`src/rtl/alu_status_unit_pkg.sv`:
```
// Shared constants for the ALU status stage: branch condition codes,
// trap FSM state encoding and status-flag bit positions.
package alu_status_unit_pkg;

  localparam logic [2:0] BR_NEVER = 3'b000;
  localparam logic [2:0] BR_Z     = 3'b001;
  localparam logic [2:0] BR_NZ    = 3'b010;
  localparam logic [2:0] BR_N     = 3'b011;
  localparam logic [2:0] BR_V     = 3'b100;
  localparam logic [2:0] BR_LE    = 3'b101;
  localparam logic [2:0] BR_GT    = 3'b110;

  localparam logic [0:0] ST_IDLE = 1'b0;
  localparam logic [0:0] ST_PEND = 1'b1;

  localparam int FLAG_Z = 0;
  localparam int FLAG_V = 1;
  localparam int FLAG_N = 2;

  typedef logic [2:0] flags_t;

endpackage

```
`src/rtl/alu_status_unit_if.sv`:
```
// Bus between the ALU/control unit and the status stage; the datapath side
// drives through the master modport, the status stage uses the slave modport.
interface alu_status_unit_if #(
  parameter int DATA_W = 32,
  parameter int PC_W   = 32,
  parameter int CNT_W  = 16
);
  import alu_status_unit_pkg::*;

  logic [DATA_W-1:0] alu_result;
  logic              alu_zout;
  logic              alu_vout;
  logic              alu_nout;
  logic              flag_we;
  logic              ovf_chk;
  logic [PC_W-1:0]   pc_in;
  logic [2:0]        br_cond;
  logic              trap_ack;
  flags_t            flags_q;
  logic              branch_taken;
  logic              trap_req;
  logic [PC_W-1:0]   trap_epc;
  logic [DATA_W-1:0] trap_val;
  logic              ovf_lost;
  logic [CNT_W-1:0]  ovf_count;

  modport master (
    output alu_result, alu_zout, alu_vout, alu_nout, flag_we, ovf_chk,
           pc_in, br_cond, trap_ack,
    input  flags_q, branch_taken, trap_req, trap_epc, trap_val, ovf_lost,
           ovf_count
  );

  modport slave (
    input  alu_result, alu_zout, alu_vout, alu_nout, flag_we, ovf_chk,
           pc_in, br_cond, trap_ack,
    output flags_q, branch_taken, trap_req, trap_epc, trap_val, ovf_lost,
           ovf_count
  );

endinterface

```
`src/rtl/branch_cond_eval.sv`:
```
// Combinational branch condition decoder: selects one predicate of the
// architectural {n,v,z} flags according to br_cond.
module branch_cond_eval
  import alu_status_unit_pkg::*;
(
  input  logic [2:0] i_br_cond,
  input  flags_t     i_flags,
  output logic       o_taken
);

  always_comb begin
    o_taken = 1'b0;
    case (i_br_cond)
      BR_NEVER: o_taken = 1'b0;
      BR_Z:     o_taken = i_flags[FLAG_Z];
      BR_NZ:    o_taken = ~i_flags[FLAG_Z];
      BR_N:     o_taken = i_flags[FLAG_N];
      BR_V:     o_taken = i_flags[FLAG_V];
      BR_LE:    o_taken = i_flags[FLAG_N] | i_flags[FLAG_Z];
      BR_GT:    o_taken = ~i_flags[FLAG_N] & ~i_flags[FLAG_Z];
      default:  o_taken = 1'b0;
    endcase
  end

endmodule

```
`src/rtl/alu_status_unit.sv`:
```
// ALU status register, flag-based branch evaluation and held overflow trap.
// Define ALU_STATUS_OVF_CNT_EN to build the saturating overflow event counter.
module alu_status_unit
  import alu_status_unit_pkg::*;
#(
  parameter int DATA_W = 32,
  parameter int PC_W   = 32,
  parameter int CNT_W  = 16
) (
  input  logic              clk,
  input  logic              rst_n,
  alu_status_unit_if.slave  bus
);

  flags_t            r_flags;
  logic [0:0]        r_state;
  logic [PC_W-1:0]   r_trap_epc;
  logic [DATA_W-1:0] r_trap_val;
  logic              r_ovf_lost;
  logic              w_event;
  logic              w_taken;

  assign w_event = bus.ovf_chk & bus.alu_vout;

  branch_cond_eval u_branch_cond_eval (
    .i_br_cond (bus.br_cond),
    .i_flags   (r_flags),
    .o_taken   (w_taken)
  );

  // A trap is pending exactly while in PEND; an ack coinciding with a new
  // event retires the old trap and captures the new one without dropping req.
  always_ff @(posedge clk) begin
    if (!rst_n) begin
      r_flags    <= '0;
      r_state    <= ST_IDLE;
      r_trap_epc <= '0;
      r_trap_val <= '0;
      r_ovf_lost <= 1'b0;
    end else begin
      if (bus.flag_we) begin
        r_flags <= {bus.alu_nout, bus.alu_vout, bus.alu_zout};
      end
      case (r_state)
        ST_IDLE: begin
          if (w_event) begin
            r_trap_epc <= bus.pc_in;
            r_trap_val <= bus.alu_result;
            r_state    <= ST_PEND;
          end
        end
        default: begin
          if (bus.trap_ack) begin
            if (w_event) begin
              r_trap_epc <= bus.pc_in;
              r_trap_val <= bus.alu_result;
            end else begin
              r_state <= ST_IDLE;
            end
          end else if (w_event) begin
            r_ovf_lost <= 1'b1;
          end
        end
      endcase
    end
  end

`ifdef ALU_STATUS_OVF_CNT_EN
  logic [CNT_W-1:0] r_ovf_count;

  // Counts every trap event, including lost ones, and sticks at all-ones.
  always_ff @(posedge clk) begin
    if (!rst_n) begin
      r_ovf_count <= '0;
    end else if (w_event && (r_ovf_count != {CNT_W{1'b1}})) begin
      r_ovf_count <= r_ovf_count + 1'b1;
    end
  end

  assign bus.ovf_count = r_ovf_count;
`else
  assign bus.ovf_count = {CNT_W{1'b0}};
`endif

  assign bus.flags_q      = r_flags;
  assign bus.branch_taken = w_taken;
  assign bus.trap_req     = (r_state == ST_PEND);
  assign bus.trap_epc     = r_trap_epc;
  assign bus.trap_val     = r_trap_val;
  assign bus.ovf_lost     = r_ovf_lost;

endmodule
```
`src/flat_wrapper.sv`:
```
// flat-port wrapper written by rule: the top's interface ports become plain ports
module alu_status_unit_flat import alu_status_unit_pkg::*;
#(
  parameter int DATA_W = 32,
  parameter int PC_W   = 32,
  parameter int CNT_W  = 16
)
  (clk, rst_n, bus_alu_result, bus_alu_zout, bus_alu_vout, bus_alu_nout, bus_flag_we, bus_ovf_chk, bus_pc_in, bus_br_cond, bus_trap_ack, bus_flags_q, bus_branch_taken, bus_trap_req, bus_trap_epc, bus_trap_val, bus_ovf_lost, bus_ovf_count);
  alu_status_unit_if #(.DATA_W(DATA_W), .PC_W(PC_W), .CNT_W(CNT_W)) bus_i ();
  input  logic clk;
  input  logic rst_n;
  input wire logic [$bits(bus_i.alu_result)-1:0] bus_alu_result;
  input wire logic [$bits(bus_i.alu_zout)-1:0] bus_alu_zout;
  input wire logic [$bits(bus_i.alu_vout)-1:0] bus_alu_vout;
  input wire logic [$bits(bus_i.alu_nout)-1:0] bus_alu_nout;
  input wire logic [$bits(bus_i.flag_we)-1:0] bus_flag_we;
  input wire logic [$bits(bus_i.ovf_chk)-1:0] bus_ovf_chk;
  input wire logic [$bits(bus_i.pc_in)-1:0] bus_pc_in;
  input wire logic [$bits(bus_i.br_cond)-1:0] bus_br_cond;
  input wire logic [$bits(bus_i.trap_ack)-1:0] bus_trap_ack;
  output wire logic [$bits(bus_i.flags_q)-1:0] bus_flags_q;
  output wire logic [$bits(bus_i.branch_taken)-1:0] bus_branch_taken;
  output wire logic [$bits(bus_i.trap_req)-1:0] bus_trap_req;
  output wire logic [$bits(bus_i.trap_epc)-1:0] bus_trap_epc;
  output wire logic [$bits(bus_i.trap_val)-1:0] bus_trap_val;
  output wire logic [$bits(bus_i.ovf_lost)-1:0] bus_ovf_lost;
  output wire logic [$bits(bus_i.ovf_count)-1:0] bus_ovf_count;
  assign bus_i.alu_result = bus_alu_result;
  assign bus_i.alu_zout = bus_alu_zout;
  assign bus_i.alu_vout = bus_alu_vout;
  assign bus_i.alu_nout = bus_alu_nout;
  assign bus_i.flag_we = bus_flag_we;
  assign bus_i.ovf_chk = bus_ovf_chk;
  assign bus_i.pc_in = bus_pc_in;
  assign bus_i.br_cond = bus_br_cond;
  assign bus_i.trap_ack = bus_trap_ack;
  assign bus_flags_q = bus_i.flags_q;
  assign bus_branch_taken = bus_i.branch_taken;
  assign bus_trap_req = bus_i.trap_req;
  assign bus_trap_epc = bus_i.trap_epc;
  assign bus_trap_val = bus_i.trap_val;
  assign bus_ovf_lost = bus_i.ovf_lost;
  assign bus_ovf_count = bus_i.ovf_count;
  alu_status_unit #(.DATA_W(DATA_W), .PC_W(PC_W), .CNT_W(CNT_W)) u_core (.clk(clk), .rst_n(rst_n), .bus(bus_i));
endmodule
```
`config.mk`:
```
export PLATFORM = sky130hd
export DESIGN_NAME = alu_status_unit_flat
export DESIGN_NICKNAME = d
export VERILOG_FILES = /design/src/rtl/alu_status_unit_pkg.sv /design/src/rtl/alu_status_unit_if.sv /design/src/rtl/branch_cond_eval.sv /design/src/rtl/alu_status_unit.sv /design/src/flat_wrapper.sv
export SDC_FILE = /design/constraint.sdc
export NUM_CORES = 1
export LEC_CHECK = 0
export BUFFER_PORTS_ARGS = -buffer_cell sky130_fd_sc_hd__buf_2
export CAP_MARGIN = 25
export CORE_AREA = 2 2 124 78
export DETAILED_ROUTE_END_ITERATION = 8
export DIE_AREA = 0 0 126 80
export HOLD_SLACK_MARGIN = 0.02
export PLACE_DENSITY = 0.72
export SLEW_MARGIN = 20
export SYNTH_ARGS = -nofsm -noshare
export SYNTH_HDL_FRONTEND = slang
export SYNTH_SLANG_ARGS = --single-unit
```
`constraint.sdc`:
```
create_clock -name clk -period 1.25 [get_ports clk]
set_input_delay 0.125 -clock clk [delete_from_list [all_inputs] [get_ports clk]]
set_output_delay 0.125 -clock clk [all_outputs]
set_load 0.005 [all_outputs]
```
==> results of run 1 <==
worst min-delay path: cells and delay by family:
| kind | cells | cell delay, ns |
|---|---|---|
| AOI/OAI and AO/OA | 1 | 0.05 |
| buffers and inverters | 1 | 0.09 |
| and+or+nand+nor | 1 | 0.05 |
metrics by stage:
stage | instance area, um^2 | std cells | worst slack (ns) | TNS [ns] | power (mW)
final | 4000 | 582 | -0.0729 | -0.0729 | 5.31
after global routing | 4000 | 582 | -0.112 | -0.142 | 5.56
after global placement | 3700 | 565 | 0.127 | 0 | 2.99
after floorplan | 3000 | 346 | 0.179 | 0 | 2.74
after detailed placement | 3700 | 565 | 0.101 | 0 | 3.01
after CTS | 3990 | 581 | -0.0873 | -0.0873 | 5.39
logic make-up after synthesis:
family / count (synthesis) / share of synthesized area
mux: 4 / 0.0136
flops: 69 / 0.469
buf+inv: 51 / 0.103
other cells: 1 / 0.00127
simple gates: 73 / 0.126
compound gates: 133 / 0.286
cells in the final DEF, fill, tap and decap left out:
master	synthesis	layout
a21oi_1	1	1
o21ai_1	11	11
o21ai_0	53	53
clkbuf_16	0	9
nand3_1	64	64
nor2b_4	0	1
buf_12	0	4
nor2_1	1	1
clkbuf_1	12	2
a21boi_1	52	52
clkinv_2	0	1
buf_4	23	7
nor2b_1	5	4
o221a_2	1	1
a32oi_1	1	1
dfxtp_1	69	67
a21boi_0	13	13
mux2i_1	4	4
dfxtp_4	0	1
buf_6	1	1
buf_2	14	144
dfxtp_2	0	1
o22a_1	1	1
and2_2	0	1
clkbuf_8	0	3
nand2_2	0	1
nand2b_2	0	1
conb_1	1	16
synth_stat cells, types with 4 or more instances:
library cell	number	area share
nand3_1	64	0.11
a21boi_0	13	0.033
a21boi_1	52	0.13
mux2i_1	4	0.014
o21ai_1	11	0.019
buf_2	14	0.024
nor2b_1	5	0.011
o21ai_0	53	0.090
dfxtp_1	69	0.47
buf_4	23	0.059
clkbuf_1	12	0.015
layer usage:
layer / track usage / part of all wire / vias up
met5: 0 / 0 / -
met4: 0.0429 / 0.0085 / 0
met3: 0.0717 / 0.096 / 8
met2: 0.246 / 0.44 / 119
met1: 0.207 / 0.45 / 1374
li1: - / - / 1408
power by group:
part	switching, mW	internal, mW	total, mW
registers	0.0498	2.31	2.36
clock network	0.842	1.49	2.33
logic	0.311	0.305	0.616
total	1.20	4.10	5.31
how the worst max path moves through the flow:
stage	startpoint	to	cells past startpoint
floorplan	u_core.bus.trap_req$_SDFF_PN0_	u_core.bus.trap_epc[10]$_SDFFE_PN0P_	5
CTS	u_core.bus.flags_q[1]$_SDFFE_PN0P_	bus_branch_taken	3
global route	u_core.bus.flags_q[1]$_SDFFE_PN0P_	bus_branch_taken	3
global placement	u_core.bus.trap_req$_SDFF_PN0_	u_core.bus.trap_epc[17]$_SDFFE_PN0P_	4
detailed placement	u_core.bus.trap_req$_SDFF_PN0_	u_core.bus.trap_epc[6]$_SDFFE_PN0P_	4
finish	u_core.bus.flags_q[0]$_SDFFE_PN0P_	bus_branch_taken	3
flip-flops by register name, summed over array words and instances (netlist names):
signal               cells
u_core.bus.trap_val     32
u_core.bus.trap_req      1
u_core.bus.trap_epc     32
u_core.bus.flags_q       3
u_core.bus.ovf_lost      1
what timing repair did:
action	CTS	global route
resized for setup	2	2
setup buffers	1	1
setup endpoints to repair	1	4
pin swaps	1	0
hold endpoints to repair	0	0
area by class of cell:
cell class,count,area (um^2)
tap,116,145
fill,873,4920
clock buffer,14,274
clock inverter,1,5.00
sequential,69,1390
timing repair buffer,156,865
multi-input combinational,226,1330
==> flow_summary.yaml, run 1 <==
timing:
  setup_violations: 1
  hold_slack_ns: 0.0531
  finalHoldViolations: 0
  skew_ns: 0.00366
  final_max_slew_viol_count: 0
  setup_slack_ns: -0.0729
  period_minus_slack_ns: 1.32
  max_freq_ghz: 0.756
  rsz0062_at_grt: "yes"
  fin_crit_sh: 1.06
setup_path:
  crit_type: "reg -> out"
  start_kind: "flop"
  regToRegEndpoint: "u_core.bus.trap_epc[22]$_SDFFE_PN0P_"
  cp-end-kind: "primary output"
  critPathRequiredTime_ns: 1.12
  cp_cell_sequence: "o22a_1, o221a_2, buf_2"
  ff2ff_path_depth: 4
  critPathBufInv: 1
  cp.arrival_ns: 1.20
  slowest_stage: "dfxtp_4"
  rr_startpoint: "u_core.bus.trap_req$_SDFF_PN0_"
  slowest_delay_ns: 0.35
  crit_family: "compound AO/OA/AOI/OAI gates"
  r2r_slack_ns: 0.10
  critPathMaxFanout: 4
synthesis:
  ys_types: 22
  syn-cell-area_um2: 2940
  synth_warnings: 0
  synth_edf_count: 0
  synth_ff_type: "dfxtp_1"
  async_flop_share: 0
  ys_seq_elements: 69
  seq_area_frac_synth: 0.469
  netlist_instances: 331
  avgSynthCellArea_um2: 8.89
routing:
  first_iter_violations: 87
  antenna_left: 0
  drt-wirelength-per-cell_um: 14.1
  drc: 0
  drt_wl_total_um: 8210
  drt_pass1_iterations: 4
  drt-vias-per-instance: 5.00
  dr_total_vias: 2909
layout:
  fin_util: 0.449
  layout-drive-gt1-share: 0.378
  n_antenna_cell: 0
  final_nets: 537
  synthToLayoutAreaGrowth_pct: 36.0
clocking:
  clk_pin_slew_worst_paths_ns: 0.05
  cts_htree_levels: 3
  cts_made_buffers: 9
  insertion_delay_ns: 0.32
  cts-root-buf: "clkbuf_16"
  cts_hold_buf: 0
  clock_path_buffers: 2
  clock-sinks: 69
  cts_tree: "built"
grt:
  grt_overflow: 0
  grt_max_degree: 70
  antenna_found_initial: 0
  grt_pass1_wl_um: 13100
  grt_usage: 0.161
  grt_pass1_vias: 2716
floorplan:
  die_w_um: 126
  die_h_um: 80
  fp-row-count: 27
  io_pins: 161
  dieArea_um2: 10100
  core_um2: 8920
  initial_utilization: 0.330
outcome:
  outcome: "complete, but fails checks"
  violations: "setup timing"
worst_hold_path:
  min_to: "u_core.bus.trap_val[15]$_SDFFE_PN0P_"
  whs_path_depth: 3
  hp-class: "in -> reg"
  hp-start: "bus_alu_result[15]"
placed_design:
  hpwl_um: 5670
  io_buffers: 144
  gp_congestion: 0.780
job:
  maxCapViolations: 0
power:
  vdd_ir_drop_max_uv: 747
  leakagePower_nw: 1.82
  power_density_nw_per_um2: 1330
No activity file was read; power rests on OpenSTA's default activity.
==> run 2, diff against run 1 <==
Settings changed: ABC_AREA from default to 1, CORE_AREA 2 2 124 78 to 2 2 125 78, DIE_AREA 0 0 126 80 to 0 0 127 80, PLACE_DENSITY 0.72 to 0.73.
==> run 2 against run 1 <==
Effect of this change: the flow still finishes with violations (setup timing); hold slack worse by 0.0078 ns; count of clock-buffer cells in the layout shrank 4; die area grew 0.79%; fmax rose by 3.9%; clock power is 6% higher; power up 6.8%; sequential share of layout area fell by 0.74 points; final area increased by 2.0%; combinational power is 25% higher; sequential cell count stayed put; core utilization grew 0.55 points.
==> flow_summary.yaml, run 2 <==
layout:
  final_nets: 610
  n_antenna_cell: 0
  final_common_cell: "buf_2"
  fillers: 904
  seqCellArea_um2: 1380
  multi_input_area_um2: 1410
  fin_util: 0.454
  final_cell_mix: "144 x buf_2, 137 x nor2_1, 67 x nand2_1, 67 x dfxtp_1, 64 x nand3b_1"
  layout-drive-gt1-share: 0.324
  synthToLayoutAreaGrowth_pct: 35.7
placed_design:
  io_buffers: 144
  hpwl_um: 5320
  place_ws_ns: 0.0734
  gp_congestion: 0.803
synthesis:
  synth_edf_count: 0
  synthTopCellsByArea: "dfxtp_1 46%, nor2_1 17%, nand3b_1 16%, nand2_1 8.6%, buf_4 4.5%"
  seq_area_frac_synth: 0.459
  synth_commonest_cells: "137 x nor2_1, 69 x dfxtp_1, 69 x nand2_1"
  synth_xor_area_frac: 0
  async_flop_share: 0
  yosysTopAreaCellShare: 0.459
  yosys.area.top_type: "dfxtp_1"
  ys_types: 19
  yosysMostFrequentCell: "nor2_1"
  yosys.area_share.simple: 0.423
  synth_warnings: 0
  synth_ff_type: "dfxtp_1"
  synth_compound_area_frac: 0.0171
  synthAdderAreaFrac: 0
  netlist_instances: 400
  synth_top_family_by_area: "simple AND/OR/NAND/NOR gates"
  synthMuxAreaShare: 0
  avgSynthCellArea_um2: 7.52
  syn-cell-area_um2: 3010
  ys_seq_elements: 69
routing:
  dr_total_vias: 2940
  antenna_left: 0
  drt_wl_total_um: 7650
  drt-wirelength-per-cell_um: 11.7
  drt_pass1_iterations: 5
  drc: 0
  drt-vias-per-instance: 4.48
  first_iter_violations: 76
clocking:
  cts_htree_levels: 3
  cts-root-buf: "clkbuf_16"
  clock-sinks: 69
  insertion_delay_ns: 0.33
  clock_path_buffers: 2
  cts_tree: "built"
  cts_made_buffers: 9
  clk_pin_slew_worst_paths_ns: 0.06
floorplan:
  dieArea_um2: 10200
  die_w_um: 127
  io_pins: 161
  die_h_um: 80
  core_um2: 8990
  initial_utilization: 0.335
  fp-row-count: 27
setup_path:
  cp-end-kind: "primary output"
  cp.arrival_ns: 1.15
  crit_type: "reg -> out"
  slowest_delay_ns: 0.34
  critPathMaxFanout: 4
  crit_cells: 6
  critPathRequiredTime_ns: 1.12
  crit_family: "flip-flops"
  crit_path_frequent_cell: "nand3_2"
  start_kind: "flop"
  critPathBufInv: 2
  ff2ff_path_depth: 4
  slowest_stage: "dfxtp_2"
  cp_cell_sequence: "inv_2, nand2_2, nand3_2, nand3_2, nor2_1, buf_2"
timing:
  setup_slack_ns: -0.0238
  finalHoldViolations: 0
  setup_violations: 1
  hold_slack_ns: 0.0453
  period_minus_slack_ns: 1.27
  max_freq_ghz: 0.785
  skew_ns: 0.00639
  fin_crit_sh: 1.02
  rsz0062_at_grt: "yes"
  final_max_slew_viol_count: 0
power:
  vdd_ir_drop_max_uv: 694
  power_mw: 5.67
  leakagePower_nw: 2.09
  power_density_nw_per_um2: 1390
grt:
  antenna_found_initial: 0
  grt_usage: 0.153
  grt_pass1_vias: 2779
  grt_overflow: 0
  grt_max_degree: 70
  grt_pass1_wl_um: 12300
outcome:
  violations: "setup timing"
  outcome: "complete, but fails checks"
job:
  maxCapViolations: 0
worst_hold_path:
  whs_path_depth: 3
  hp-class: "in -> reg"
run 2: cell types whose count changed in the layout (fill, tap and decap cells not counted), sizes merged, moves of 6 or more:
cell	previous run	this run
a21boi	65	1
inv	0	6
nand2	1	69
nand3	64	3
nand3b	0	64
nor2	1	137
o21ai	64	3
run 2: layout make-up:
class / count / area share
multi-input combinational: 297 / 0.344
sequential: 69 / 0.339
timing repair buffer: 152 / 0.204
clock buffer: 10 / 0.0561
tap: 116 / 0.0356
clock inverter: 6 / 0.0156
inverter: 6 / 0.00552
run 2: repair_timing:
| action | 4_1_cts | 5_1_grt |
|---|---|---|
| resized for setup | 2 | 5 |
| hold endpoints to repair | 1 | 0 |
| hold buffers | 1 | 0 |
| pin swaps | 0 | 2 |
| endpoints found under the setup margin | 1 | 44 |
| setup buffers | 0 | 0 |
run 2: worst reg2reg max path: cells and delay by family (launching register included):
| kind | cells | cell delay (ns) |
|---|---|---|
| flops | 1 | 0.35 |
| simple gates | 2 | 0.22 |
| buf+inv | 1 | 0.29 |
| compound gates | 1 | 0.17 |
run 2: cells by family (layout without fill, tap and decap cells):
kind of cell,count (synthesis),in the layout
flip-flops,69,69
buffers and inverters,49,174
other,1,16
AO/OA/AOI/OAI,7,7
AND/OR/NAND/NOR,274,274
run 2: final timing paths:
check	end	start	slack, ns
max	bus_branch_taken	u_core.bus.flags_q[0]$_SDFFE_PN0P_	-0.02
max reg2reg	u_core.bus.trap_val[28]$_SDFFE_PN0P_	u_core.bus.trap_req$_SDFF_PN0_	0.16
min	u_core.bus.flags_q[1]$_SDFFE_PN0P_	bus_alu_vout	0.05
min reg2reg	u_core.bus.trap_val[11]$_SDFFE_PN0P_	u_core.bus.trap_val[11]$_SDFFE_PN0P_	0.48
run 2: report_power, final:
part / internal, mW / switching, mW
Combinational: 0.376 / 0.393
Clock: 1.54 / 0.931
Sequential: 2.35 / 0.0767
run 2: layer usage:
| metal | GRT usage | up-vias | part of all wire |
|---|---|---|---|
| met5 | 0 | - | 0 |
| met1 | 0.176 | 1343 | 0.46 |
| met4 | 0.0714 | 0 | 0.011 |
| met2 | 0.251 | 102 | 0.44 |
| li1 | - | 1486 | - |
| met3 | 0.0603 | 9 | 0.080 |
run 2: through the flow:
step / cells / cell area, um^2 / setup TNS [ns]
6_report: 656 / 4080 / -0.0238
5_1_grt: 656 / 4080 / -0.0956
4_1_cts: 656 / 4060 / -0.0320
3_5_place_dp: 639 / 3760 / 0
3_3_place_gp: 639 / 3760 / 0
2_1_floorplan: 415 / 3060 / 0
==> run 3, diff against run 2 <==
--- a/config.mk
+++ b/config.mk
@@ -9,9 +9,9 @@
 export BUFFER_PORTS_ARGS = -buffer_cell sky130_fd_sc_hd__buf_2
 export CAP_MARGIN = 25
-export CORE_AREA = 2 2 125 78
+export CORE_AREA = 2 2 109 69
 export DETAILED_ROUTE_END_ITERATION = 8
-export DIE_AREA = 0 0 127 80
+export DIE_AREA = 0 0 111 71
 export HOLD_SLACK_MARGIN = 0.02
-export PLACE_DENSITY = 0.73
+export PLACE_DENSITY = 0.89
 export SLEW_MARGIN = 20
 export SYNTH_ARGS = -nofsm -noshare
==> constraint.sdc (replaced) <==
create_clock -name clk -period 1.25 [get_ports clk]
set_input_delay 0.0625 -clock clk [delete_from_list [all_inputs] [get_ports clk]]
set_output_delay 0.0625 -clock clk [all_outputs]
set_load 0.005 [all_outputs]
==> run 3 against run 2 <==
Effect of this change: the run now ends clean; register-to-register slack lost 0.06 ns; routed wire length up 4.4%; critical path depth is the same; sequential cell count is the same; non-clock buffer count rose by 3; core utilization increased by 14 points; hold slack lost 0.012 ns; critical endpoint unchanged; die area down 22%; worst setup slack improved by 0.048 ns; sequential share of layout area shrank 0.20 points.
==> flow_summary.yaml, run 3 (same netlist as run 2, synthesis figures left out) <==
layout:
  multi_input_area_um2: 1390
  layoutNonFillerInstCount: 633
  layout-drive-gt1-share: 0.319
  synthToLayoutAreaGrowth_pct: 36.6
  n_antenna_cell: 0
  seqCellArea_um2: 1390
  fin_util: 0.593
  final_nets: 613
  final_common_cell: "buf_2"
  fillers: 620
  final_cell_mix: "144 x buf_2, 136 x nor2_1, 68 x dfxtp_1"
routing:
  drt-wirelength-per-cell_um: 12.6
  drt_pass1_iterations: 4
  first_iter_violations: 195
  drt-vias-per-instance: 4.70
  antenna_left: 0
  dr_total_vias: 2978
  drc: 0
  drt_wl_total_um: 7980
clocking:
  cts_htree_levels: 3
  cts_tree: "built"
  clock_path_buffers: 2
  insertion_delay_ns: 0.32
  cts-root-buf: "clkbuf_16"
  cts_made_buffers: 9
  clock-sinks: 69
  clk_pin_slew_worst_paths_ns: 0.05
grt:
  grt_overflow: 0
  grt_max_degree: 70
  grt_usage: 0.196
  antenna_found_initial: 0
  grt_pass1_wl_um: 12400
  grt_pass1_vias: 2828
placed_design:
  place_ws_ns: 0.182
  hpwl_um: 5410
  io_buffers: 144
  gp_congestion: 0.830
  place_inst: 614
setup_path:
  critPathRequiredTime_ns: 1.19
  critPathMaxFanout: 4
  cp.arrival_ns: 1.16
  start_kind: "flop"
  cp-end-kind: "primary output"
  crit_type: "reg -> out"
floorplan:
  dieArea_um2: 7880
  die_h_um: 71
  fp-row-count: 24
  io_pins: 161
  die_w_um: 111
  initial_utilization: 0.434
  core_um2: 6940
timing:
  final_max_slew_viol_count: 0
  fin_crit_sh: 0.981
  max_freq_ghz: 0.816
  setup_tns_ns: 0
  hold_slack_ns: 0.0336
  skew_ns: 0.00454
  rsz0062_at_grt: "yes"
  finalHoldViolations: 0
  setup_slack_ns: 0.0242
  period_minus_slack_ns: 1.23
  setup_violations: 0
power:
  leakagePower_nw: 2.10
  power_density_nw_per_um2: 1400
  vdd_ir_drop_max_uv: 1020
worst_hold_path:
  hp-class: "in -> reg"
job:
  maxCapViolations: 0
outcome:
  outcome: "completed"
run 3: cell count changes in the layout (fill, tap and decap cells not counted), sizes merged:
cell         change
dlygate4sd3      +2
clkbuf           +3
clkinv           -3
run 3: layout make-up:
class                   instances  share of cell area
flip-flops and latches         69               0.337
well taps                      91              0.0277
clock inverters                 3              0.0110
repair buffers                155               0.218
multi-input cells             297               0.339
clock buffers                  12              0.0624
inverters                       6             0.00548
run 3: final timing paths:
check	startpoint	end	slack, ns	cells past startpoint
setup / recovery	u_core.bus.flags_q[0]$_SDFFE_PN0P_	bus_branch_taken	0.02	6
hold / removal	bus_alu_zout	u_core.bus.flags_q[0]$_SDFFE_PN0P_	0.03	3
setup reg to reg	u_core.bus.flags_q[1]$_SDFFE_PN0P_	u_core.bus.flags_q[1]$_SDFFE_PN0P_	0.10	3
hold reg to reg	u_core.bus.trap_epc[15]$_SDFFE_PN0P_	u_core.bus.trap_epc[15]$_SDFFE_PN0P_	0.47	2
run 3: layer usage:
layer  up-vias  wire length (um)  GRT usage
met3         6               670     0.0840
met4         0                55     0.0569
li1       1497                 -          -
met5         -                 0          0
met2       110              3810      0.351
met1      1365              3450      0.214
run 3: worst max-delay path, stage by stage (launching register included):
cell and delay [ns]:
dfxtp_4 0.36, inv_2 0.06, nand2_1 0.05, nand3_1 0.06, nand3_1 0.06, nor2_1 0.12, buf_2 0.14
run 3: stage by stage:
step,instance area [um^2],power [mW]
3_3_place_gp,3740,3.22
6_report,4110,5.76
2_1_floorplan,3060,2.94
4_1_cts,4070,5.79
5_1_grt,4110,6.02
3_5_place_dp,3740,3.25
run 3: what timing repair did:
action,4_1_cts,5_1_grt
pin swaps,1,1
hold endpoints to repair,2,0
setup buffers,0,0
gates resized for setup,2,5
cloned,0,1
setup endpoints to repair,1,66
hold buffers,3,0
run 3: where the power goes:
| group | switching, mW | total (mW) | internal [mW] |
|---|---|---|---|
| registers | 0.0782 | 2.43 | 2.35 |
| clock network | 0.884 | 2.53 | 1.64 |
| logic | 0.406 | 0.800 | 0.393 |
